--- config.mk ---
export PLATFORM = sky130hd
export DESIGN_NAME = cla_pipe_adder
export DESIGN_NICKNAME = d
export VERILOG_FILES = /design/src/rtl/cla_pipe_adder_pkg.sv /design/src/rtl/cla_pipe_adder_pg.sv /design/src/rtl/look_ahead.sv /design/src/rtl/cla_pipe_adder.sv
export SDC_FILE = /design/constraint.sdc
export NUM_CORES = 1
export LEC_CHECK = 0
export BUFFER_PORTS_ARGS = -buffer_cell sky130_fd_sc_hd__buf_2
export CORE_ASPECT_RATIO = 1.25
export CORE_UTILIZATION = 35
export DETAILED_ROUTE_END_ITERATION = 12
export SYNTH_ARGS = -nofsm -noshare
export SYNTH_HDL_FRONTEND = slang
export SYNTH_HIERARCHICAL = 1
export SYNTH_SLANG_ARGS = --single-unit
--- constraint.sdc ---
create_clock -name clk -period 2.2 [get_ports clk]
set_clock_uncertainty 0.05 [all_clocks]
set_input_delay 0.11 -clock clk [delete_from_list [all_inputs] [get_ports clk]]
set_output_delay 0.11 -clock clk [all_outputs]
set_load 0.005 [all_outputs]
--- src/rtl/cla_pipe_adder_pkg.sv ---
// Shared constants for the pipelined carry-look-ahead adder.
package cla_pipe_adder_pkg;

  localparam int unsigned DEF_WIDTH = 32;
  localparam int unsigned LA_BITS   = 4;
  localparam int unsigned NGROUPS   = DEF_WIDTH / LA_BITS;
  localparam int unsigned NSTAGES   = 3;

endpackage

--- src/rtl/cla_pipe_adder_pg.sv ---
// Stage-1 operand conditioning: subtract mux plus bitwise generate/propagate.
// Ports: a/b operands, cin carry-in (ignored on sub), sub select,
//        g_c/p_c bitwise generate/propagate, c0_c effective carry-in.
module cla_pg_gen #(
  parameter int unsigned WIDTH = 32
) (
  input  logic [WIDTH-1:0] a,
  input  logic [WIDTH-1:0] b,
  input  logic             cin,
  input  logic             sub,
  output logic [WIDTH-1:0] g_c,
  output logic [WIDTH-1:0] p_c,
  output logic             c0_c
);

  logic [WIDTH-1:0] beff;

  // Two's-complement subtract: invert B and force the carry-in.
  always_comb begin
    beff = sub ? ~b : b;
    c0_c = sub ? 1'b1 : cin;
    g_c  = a & beff;
    p_c  = a ^ beff;
  end

endmodule

--- src/rtl/look_ahead.sv ---
// 4-bit carry-look-ahead cell.
// Ports: g/p  bitwise generate/propagate, cin  group carry-in,
//        carry_c  carry into each of the 4 bits (carry_c[0] = cin),
//        grp_g_c/grp_p_c  group generate/propagate.
module look_ahead (
  input  logic [3:0] g,
  input  logic [3:0] p,
  input  logic       cin,
  output logic [3:0] carry_c,
  output logic       grp_g_c,
  output logic       grp_p_c
);

  // Flattened two-level carry terms, no ripple.
  always_comb begin
    carry_c[0] = cin;
    carry_c[1] = g[0] | (p[0] & cin);
    carry_c[2] = g[1] | (p[1] & g[0]) | (p[1] & p[0] & cin);
    carry_c[3] = g[2] | (p[2] & g[1]) | (p[2] & p[1] & g[0])
               | (p[2] & p[1] & p[0] & cin);
    grp_g_c    = g[3] | (p[3] & g[2]) | (p[3] & p[2] & g[1])
               | (p[3] & p[2] & p[1] & g[0]);
    grp_p_c    = &p;
  end

endmodule

--- src/rtl/cla_pipe_adder.sv ---
// Three-stage pipelined carry-look-ahead adder/subtractor with valid/ready
// on both sides.
// Ports: clk, rst (sync, active-high); in_valid/in_ready, a, b, cin, sub on
//        the input side; out_valid/out_ready, sum, cout, ovf on the output.
module cla_pipe_adder
  import cla_pipe_adder_pkg::*;
#(
  parameter int unsigned WIDTH = DEF_WIDTH
) (
  input  logic             clk,
  input  logic             rst,
  input  logic             in_valid,
  output logic             in_ready,
  input  logic [WIDTH-1:0] a,
  input  logic [WIDTH-1:0] b,
  input  logic             cin,
  input  logic             sub,
  output logic             out_valid,
  input  logic             out_ready,
  output logic [WIDTH-1:0] sum,
  output logic             cout,
  output logic             ovf
);

  localparam int unsigned N_GRP = WIDTH / LA_BITS;

  logic en1, en2, en3;

  logic             v1_q, v1_d, v2_q, v2_d, v3_q, v3_d;
  logic [WIDTH-1:0] g1_q, g1_d, p1_q, p1_d;
  logic             c0_q, c0_d;
  logic [WIDTH-1:0] g2_q, g2_d, p2_q, p2_d;
  logic [N_GRP:0]   c2_q, c2_d;
  logic [WIDTH-1:0] sum_q, sum_d;
  logic             cout_q, cout_d, ovf_q, ovf_d;

  logic [WIDTH-1:0] pg_g, pg_p;
  logic             pg_c0;
  logic [N_GRP-1:0] grp_g, grp_p;
  logic [N_GRP:0]   chain_c;
  logic [WIDTH-1:0] bit_c;
  logic [WIDTH-1:0] s2_carry_unused;
  logic [N_GRP-1:0] s3_gg_unused, s3_gp_unused;

  // A stage may load when it is empty or the stage after it is moving.
  assign en3      = !v3_q | out_ready;
  assign en2      = !v2_q | en3;
  assign en1      = !v1_q | en2;
  assign in_ready = en1;

  cla_pg_gen #(.WIDTH(WIDTH)) u_pg (
    .a    (a),
    .b    (b),
    .cin  (cin),
    .sub  (sub),
    .g_c  (pg_g),
    .p_c  (pg_p),
    .c0_c (pg_c0)
  );

  // Stage 2: group generate/propagate per nibble.
  for (genvar k = 0; k < N_GRP; k++) begin : g_s2
    look_ahead u_grp (
      .g       (g1_q[k*LA_BITS +: LA_BITS]),
      .p       (p1_q[k*LA_BITS +: LA_BITS]),
      .cin     (1'b0),
      .carry_c (s2_carry_unused[k*LA_BITS +: LA_BITS]),
      .grp_g_c (grp_g[k]),
      .grp_p_c (grp_p[k])
    );
  end

  // Group carry chain across nibbles.
  always_comb begin
    chain_c    = '0;
    chain_c[0] = c0_q;
    for (int k = 0; k < N_GRP; k++) begin
      chain_c[k+1] = grp_g[k] | (grp_p[k] & chain_c[k]);
    end
  end

  // Stage 3: per-bit carries inside each nibble from its group carry-in.
  for (genvar k = 0; k < N_GRP; k++) begin : g_s3
    look_ahead u_bit (
      .g       (g2_q[k*LA_BITS +: LA_BITS]),
      .p       (p2_q[k*LA_BITS +: LA_BITS]),
      .cin     (c2_q[k]),
      .carry_c (bit_c[k*LA_BITS +: LA_BITS]),
      .grp_g_c (s3_gg_unused[k]),
      .grp_p_c (s3_gp_unused[k])
    );
  end

  // Next-state: each stage holds unless its enable is set.
  always_comb begin
    v1_d   = v1_q;
    g1_d   = g1_q;
    p1_d   = p1_q;
    c0_d   = c0_q;
    v2_d   = v2_q;
    g2_d   = g2_q;
    p2_d   = p2_q;
    c2_d   = c2_q;
    v3_d   = v3_q;
    sum_d  = sum_q;
    cout_d = cout_q;
    ovf_d  = ovf_q;
    if (en1) begin
      v1_d = in_valid;
      g1_d = pg_g;
      p1_d = pg_p;
      c0_d = pg_c0;
    end
    if (en2) begin
      v2_d = v1_q;
      g2_d = g1_q;
      p2_d = p1_q;
      c2_d = chain_c;
    end
    if (en3) begin
      v3_d   = v2_q;
      sum_d  = p2_q ^ bit_c;
      cout_d = c2_q[N_GRP];
      ovf_d  = bit_c[WIDTH-1] ^ c2_q[N_GRP];
    end
  end

  always_ff @(posedge clk) begin
    if (rst) begin
      v1_q   <= 1'b0;
      g1_q   <= '0;
      p1_q   <= '0;
      c0_q   <= 1'b0;
      v2_q   <= 1'b0;
      g2_q   <= '0;
      p2_q   <= '0;
      c2_q   <= '0;
      v3_q   <= 1'b0;
      sum_q  <= '0;
      cout_q <= 1'b0;
      ovf_q  <= 1'b0;
    end else begin
      v1_q   <= v1_d;
      g1_q   <= g1_d;
      p1_q   <= p1_d;
      c0_q   <= c0_d;
      v2_q   <= v2_d;
      g2_q   <= g2_d;
      p2_q   <= p2_d;
      c2_q   <= c2_d;
      v3_q   <= v3_d;
      sum_q  <= sum_d;
      cout_q <= cout_d;
      ovf_q  <= ovf_d;
    end
  end

  assign out_valid = v3_q;
  assign sum       = sum_q;
  assign cout      = cout_q;
  assign ovf       = ovf_q;

endmodule

Word-level counts from Yosys, hierarchy flattened. Index checks and enable logic that the tools add are counted.

Register bits: 174. Bits of input ports: 70. Output and inout port bits: 36. Word-level logic and storage cells: 233.

Multiplexer cells: 2. Bitwise operators: 208. Reduce and logical (&&, ||, !) cells: 11.

Operators by type and width (count): bitwise AND 1 bit (120); bitwise OR 1 bit (83); bitwise XOR 32 bit (2); bitwise AND 32 bit (1); 2-to-1 mux 32 bit (1); inverter 32 bit (1); AND reduction 4 bit (8); logical NOT 1 bit (3); 2-to-1 mux 1 bit (1); bitwise XOR 1 bit (1).

Logic depth before layout (Yosys ltp).
Depth after elaboration: 19. Mapped depth: 8.

Cells and area by module. The synthesis kept the hierarchy.

Modules (own cells, without submodules): cla_pipe_adder (times used 1, cells each 771, area an instance 6650.1 um^2, seq. area each 3503.4 um^2); look_ahead (times used 16, cells each 13, area an instance 67.6 um^2, seq. area each 0.0 um^2); cla_pg_gen (times used 1, cells each 69, area an instance 758.2 um^2, seq. area each 0.0 um^2).

Worst setup path after synthesis. No wires, ideal clock.

Path kind: register -> register. Start: register g1_q[4]. End: register c2_q[7]. Library setup time: 0.086 ns. Arrival: 1.421 ns. Slack: 0.644 ns. Cell stages (with the launch flop): 7. Clock period less this slack: 1.556 ns. Cell sequence: dfxtp_1 a21oi_1 o21ai_0 o21ai_0 o21ai_0 a41oi_1 a211oi_1.

Longest elaborated chain between the ends: 13.

RTL lines: start: declaration (RTL line cla_pipe_adder.sv:30) `logic [WIDTH-1:0] g1_q, g1_d, p1_q, p1_d;`; start signal: assignment (RTL line cla_pipe_adder.sv:144) `g1_q <= g1_d;`; bitwise AND 1 bit (RTL line look_ahead.sv:22) `| (p[3] & p[2] & p[1] & g[0]);`; bitwise OR 1 bit (RTL line look_ahead.sv:22); named net grp_g[1] (RTL line cla_pipe_adder.sv:39) `logic [N_GRP-1:0] grp_g, grp_p;`; bitwise OR 1 bit (RTL line cla_pipe_adder.sv:78) `chain_c[k+1] = grp_g[k] | (grp_p[k] & chain_c[k]);`; bitwise AND 1 bit (RTL line cla_pipe_adder.sv:78); bitwise OR 1 bit (RTL line cla_pipe_adder.sv:78); bitwise AND 1 bit (RTL line cla_pipe_adder.sv:78); bitwise OR 1 bit (RTL line cla_pipe_adder.sv:78); bitwise AND 1 bit (RTL line cla_pipe_adder.sv:78); bitwise OR 1 bit (RTL line cla_pipe_adder.sv:78); bitwise AND 1 bit (RTL line cla_pipe_adder.sv:78); bitwise OR 1 bit (RTL line cla_pipe_adder.sv:78); bitwise AND 1 bit (RTL line cla_pipe_adder.sv:78); bitwise OR 1 bit (RTL line cla_pipe_adder.sv:78); end signal: assignment (RTL line cla_pipe_adder.sv:137) `c2_q <= '0;`; end signal: assignment (RTL line cla_pipe_adder.sv:150) `c2_q <= c2_d;`; end: declaration (RTL line cla_pipe_adder.sv:33) `logic [N_GRP:0] c2_q, c2_d;`.

The timed path passes the listed nets, and every way through them passes these cells. A chain may end at the register's enable or synchronous reset.

Final worst setup path.
Start: register v3_q (netlist: out_valid). End: output in_ready.

Longest elaborated chain between the ends: 4.

RTL lines: start: declaration (RTL line cla_pipe_adder.sv:29) `logic v1_q, v1_d, v2_q, v2_d, v3_q, v3_d;`; start signal: assignment (RTL line cla_pipe_adder.sv:151) `v3_q <= v3_d;`; logical NOT 1 bit (RTL line cla_pipe_adder.sv:46) `assign en3 = !v3_q | out_ready;`; bitwise OR 1 bit (RTL line cla_pipe_adder.sv:46); bitwise OR 1 bit (RTL line cla_pipe_adder.sv:47) `assign en2 = !v2_q | en3;`; bitwise OR 1 bit (RTL line cla_pipe_adder.sv:48) `assign en1 = !v1_q | en2;`; end: declaration (RTL line cla_pipe_adder.sv:13) `output logic in_ready,`.

Every way passes these cells.

==> metrics.txt <==
# TYPE chip_impl_metric gauge
chip_impl_metric{name="synthesis.yosys.warnings",unit=""} 6
chip_impl_info{name="crit_path_end_kind",value="primary output"} 1
chip_impl_info{name="busiest_layer_in_global_routing",value="met1"} 1
chip_impl_metric{name="largest_net_degree_at_the_start_of_global_routing",unit=""} 67
chip_impl_info{name="hold_path.class",value="in2reg"} 1
chip_impl_metric{name="combPwrFrac",unit="%"} 11.2
chip_impl_metric{name="synth_cells",unit=""} 919
chip_impl_metric{name="global_route.usage.total",unit="%"} 15.2
chip_impl_metric{name="finalWorstPathRequiredPeriod",unit="ns"} 1.96
chip_impl_metric{name="worstRegToRegCells",unit=""} 6
chip_impl_metric{name="fin_nets",unit=""} 1089
chip_impl_metric{name="worst_slew_pin_slew",unit="ns"} 0.668
chip_impl_info{name="root_buffer",value="clkbuf_16"} 1
chip_impl_metric{name="clk_pin_slew_worst_paths",unit="ns"} 0.07
chip_impl_info{name="hold-path-endpoint",value="p1_q[21]"} 1
chip_impl_metric{name="clock_latency_late_sink",unit="ns"} 0.42
chip_impl_metric{name="arrival",unit="ns"} 1.80
chip_impl_metric{name="routed-via-count",unit=""} 5849
chip_impl_metric{name="synthesis.area",unit="mm2"} 0.00771
chip_impl_metric{name="timing.max_slew.rel_slack",unit="%"} 55.5
chip_impl_metric{name="leakagePower",unit="uW"} 0.00362
chip_impl_metric{name="power_switching_share",unit="%"} 27.6
chip_impl_metric{name="globalplace.congestion",unit=""} 0.784
chip_impl_metric{name="timing_max_transition_violations_final",unit=""} 0
chip_impl_info{name="worstReg2RegEnd",value="c2_q[7]"} 1
chip_impl_info{name="rsz0062_at_grt",value="false"} 1
chip_impl_metric{name="viasPerCell",unit=""} 4.57
chip_impl_metric{name="pwr_density_cell",unit="mW/mm2"} 798
chip_impl_info{name="hp-start",value="a[21]"} 1
chip_impl_metric{name="port-buffer-count",unit=""} 105
chip_impl_metric{name="required_time_of_the_worst_setup_path",unit="ns"} 2.04
chip_impl_metric{name="grt_util_met2",unit="%"} 21.4
chip_impl_metric{name="antenna_left",unit=""} 0
chip_impl_metric{name="area_growth_syn_to_layout",unit="%"} 15.2
chip_impl_info{name="r2r-start",value="p1_q[5]"} 1
chip_impl_metric{name="synth_nets",unit=""} 1021
chip_impl_metric{name="grt_pass1_wl",unit="um"} 27600
chip_impl_metric{name="num_rows",unit=""} 60
chip_impl_metric{name="timing.reg2reg.setup_slack",unit="ns"} 0.30
chip_impl_metric{name="fp.coreArea",unit="mm2"} 0.0215
chip_impl_metric{name="final.period_utilization",unit="%"} 89.1
chip_impl_metric{name="drt_first_pass_iters",unit=""} 4
chip_impl_info{name="critical_setup_path_class",value="reg2out"} 1
chip_impl_metric{name="syn_area_per_cell",unit="um2"} 8.39
chip_impl_metric{name="effective_utilization_at_floorplan",unit="%"} 35.8
chip_impl_metric{name="fin_cells",unit=""} 1279
chip_impl_metric{name="postLayoutCellArea",unit="mm2"} 0.00888
chip_impl_metric{name="seq_power_share",unit="%"} 48.1
chip_impl_metric{name="cts_buffer_depth",unit=""} 2
chip_impl_metric{name="die_area",unit="mm2"} 0.0226
chip_impl_metric{name="gr_met1_demand_resource",unit="%"} 22.9
chip_impl_metric{name="htree_levels",unit=""} 4
chip_impl_metric{name="clkPwrFrac",unit="%"} 40.7
chip_impl_info{name="outcome",value="finished, final reports clean"} 1
chip_impl_metric{name="vdd_drop_max",unit="V"} 0.000559
chip_impl_metric{name="holdWs",unit="ns"} 0.0343
chip_impl_metric{name="placed_cells_incl_taps",unit=""} 1244
chip_impl_metric{name="wirelength_routed",unit="um"} 16500
chip_impl_metric{name="drt_drc_violations_left",unit=""} 0
chip_impl_metric{name="postPlaceCellArea",unit="mm2"} 0.00827
chip_impl_metric{name="setup-violations-final",unit=""} 0
chip_impl_metric{name="die_y",unit="um"} 168
chip_impl_metric{name="achievable-frequency",unit="MHz"} 510
chip_impl_metric{name="cts_repair_resizes",unit=""} 0
chip_impl_metric{name="grt_antenna_before_repair",unit=""} 0
chip_impl_info{name="cts_tree",value="yes"} 1
chip_impl_metric{name="wl_per_cell",unit="um"} 12.9
chip_impl_metric{name="fillers",unit=""} 2172
chip_impl_metric{name="whs_path_depth",unit=""} 4
chip_impl_metric{name="tritoncts.num_buffers",unit=""} 17
chip_impl_metric{name="globalRouteOverflowTotal",unit=""} 0
chip_impl_metric{name="finalHoldViolations",unit=""} 0
chip_impl_metric{name="antenna_cells",unit=""} 0
chip_impl_metric{name="post_detail_place_hpwl",unit="um"} 11900
chip_impl_metric{name="cts_sinks",unit=""} 167
chip_impl_metric{name="cap_violations",unit=""} 0
chip_impl_metric{name="total_switching_power",unit="uW"} 1960
chip_impl_metric{name="timing.setup.tns",unit="ns"} 0
chip_impl_info{name="worst_setup_path_start_kind",value="flip-flop"} 1
chip_impl_metric{name="layout-drive-gt1-share",unit="%"} 25.0
chip_impl_metric{name="initialDrtViolationCount",unit=""} 419
chip_impl_metric{name="global_route.usage.met3",unit="%"} 2.62
chip_impl_metric{name="die_w",unit="um"} 135
chip_impl_metric{name="crit_fanout",unit=""} 66
chip_impl_metric{name="grt_pass1_vias",unit=""} 5373
chip_impl_metric{name="io_pins",unit=""} 106
chip_impl_metric{name="internal-power",unit="uW"} 5130
## how the worst max path moves through the flow
stage | slack, ns | cells past startpoint | endpoint | start
final | 0.24 | 5 | in_ready | out_valid
after global routing | 0.06 | 6 | c2_q[7] | p1_q[5]
after CTS | 0.21 | 5 | in_ready | out_valid
after detailed placement | 0.28 | 6 | c2_q[7] | p1_q[5]
after global placement | 0.37 | 6 | c2_q[7] | p1_q[5]
after floorplan | 0.67 | 6 | c2_q[7] | p1_q[5]
## cell type report
type	count	area [um2]	share of cell area, %
Tap cell	279	349	3.93
Inverter	9	35.0	0.394
Clock inverter	15	158	1.77
Sequential cell	167	3340	37.6
Clock buffer	17	425	4.79
Timing Repair Buffer	119	707	7.96
Multi-Input combinational cell	673	3870	43.5
## registers in the layout (all words and copies together) (netlist names)
signal	cells
g2_q	24
g1_q	32
p1_q	32
ovf	1
v2_q	1
cout	1
c2_q	9
out_valid	1
sum	32
p2_q	32
c0_q	1
v1_q	1
## critical path, stage by stage (launching register included)
cell	delay (ns)
dfxtp_1	0.34
and3b_2	0.23
and2_2	0.22
clkinv_2	0.06
buf_12	0.31
buf_2	0.19
## per-layer routing
| metal | vias up | wire length [um] | part of all wire [%] |
|---|---|---|---|
| met3 | 13 | 574 | 3.5 |
| met5 | - | 0 | 0 |
| met4 | 0 | 202 | 1.2 |
| li1 | 3171 | - | - |
| met1 | 2546 | 8950 | 54 |
| met2 | 119 | 6750 | 41 |
## power by group through the flow
| stage | clock (uW) | combinational, uW | sequential (uW) |
|---|---|---|---|
| 2_1_floorplan | 0 | 572 | 3430 |
| 3_3_place_gp | 0 | 795 | 3460 |
| 3_5_place_dp | 0 | 798 | 3480 |
| 4_1_cts | 2960 | 806 | 3410 |
| 5_1_grt | 3100 | 901 | 3440 |
| 6_report | 2890 | 794 | 3410 |
## cells in the final DEF (no fill, tap or decap), drive strengths merged, types with 15 or more instances in the layout
cell type	count
nand2	280
xor2	32
ha	32
clkbuf	17
dfxtp	167
o21ai	19
xnor2	33
a21oi	156
a211oi	37
buf	116
nor2	55
inv	15
## through the flow
| step | util [%] | power (uW) | setup slack [ns] |
|---|---|---|---|
| after floorplan | - | 4010 | 0.669 |
| after CTS | 41.2 | 7180 | 0.207 |
| after global routing | 41.2 | 7440 | 0.0555 |
| after detailed placement | 38.4 | 4280 | 0.282 |
| final | 41.2 | 7090 | 0.239 |
| after global placement | 38.4 | 4260 | 0.372 |
## repair_timing
item | CTS | global route
endpoints found under the hold margin | 4 | 0
hold buffers | 3 | 0
setup buffers | 0 | 0
Power figures use the tool's default switching activity.
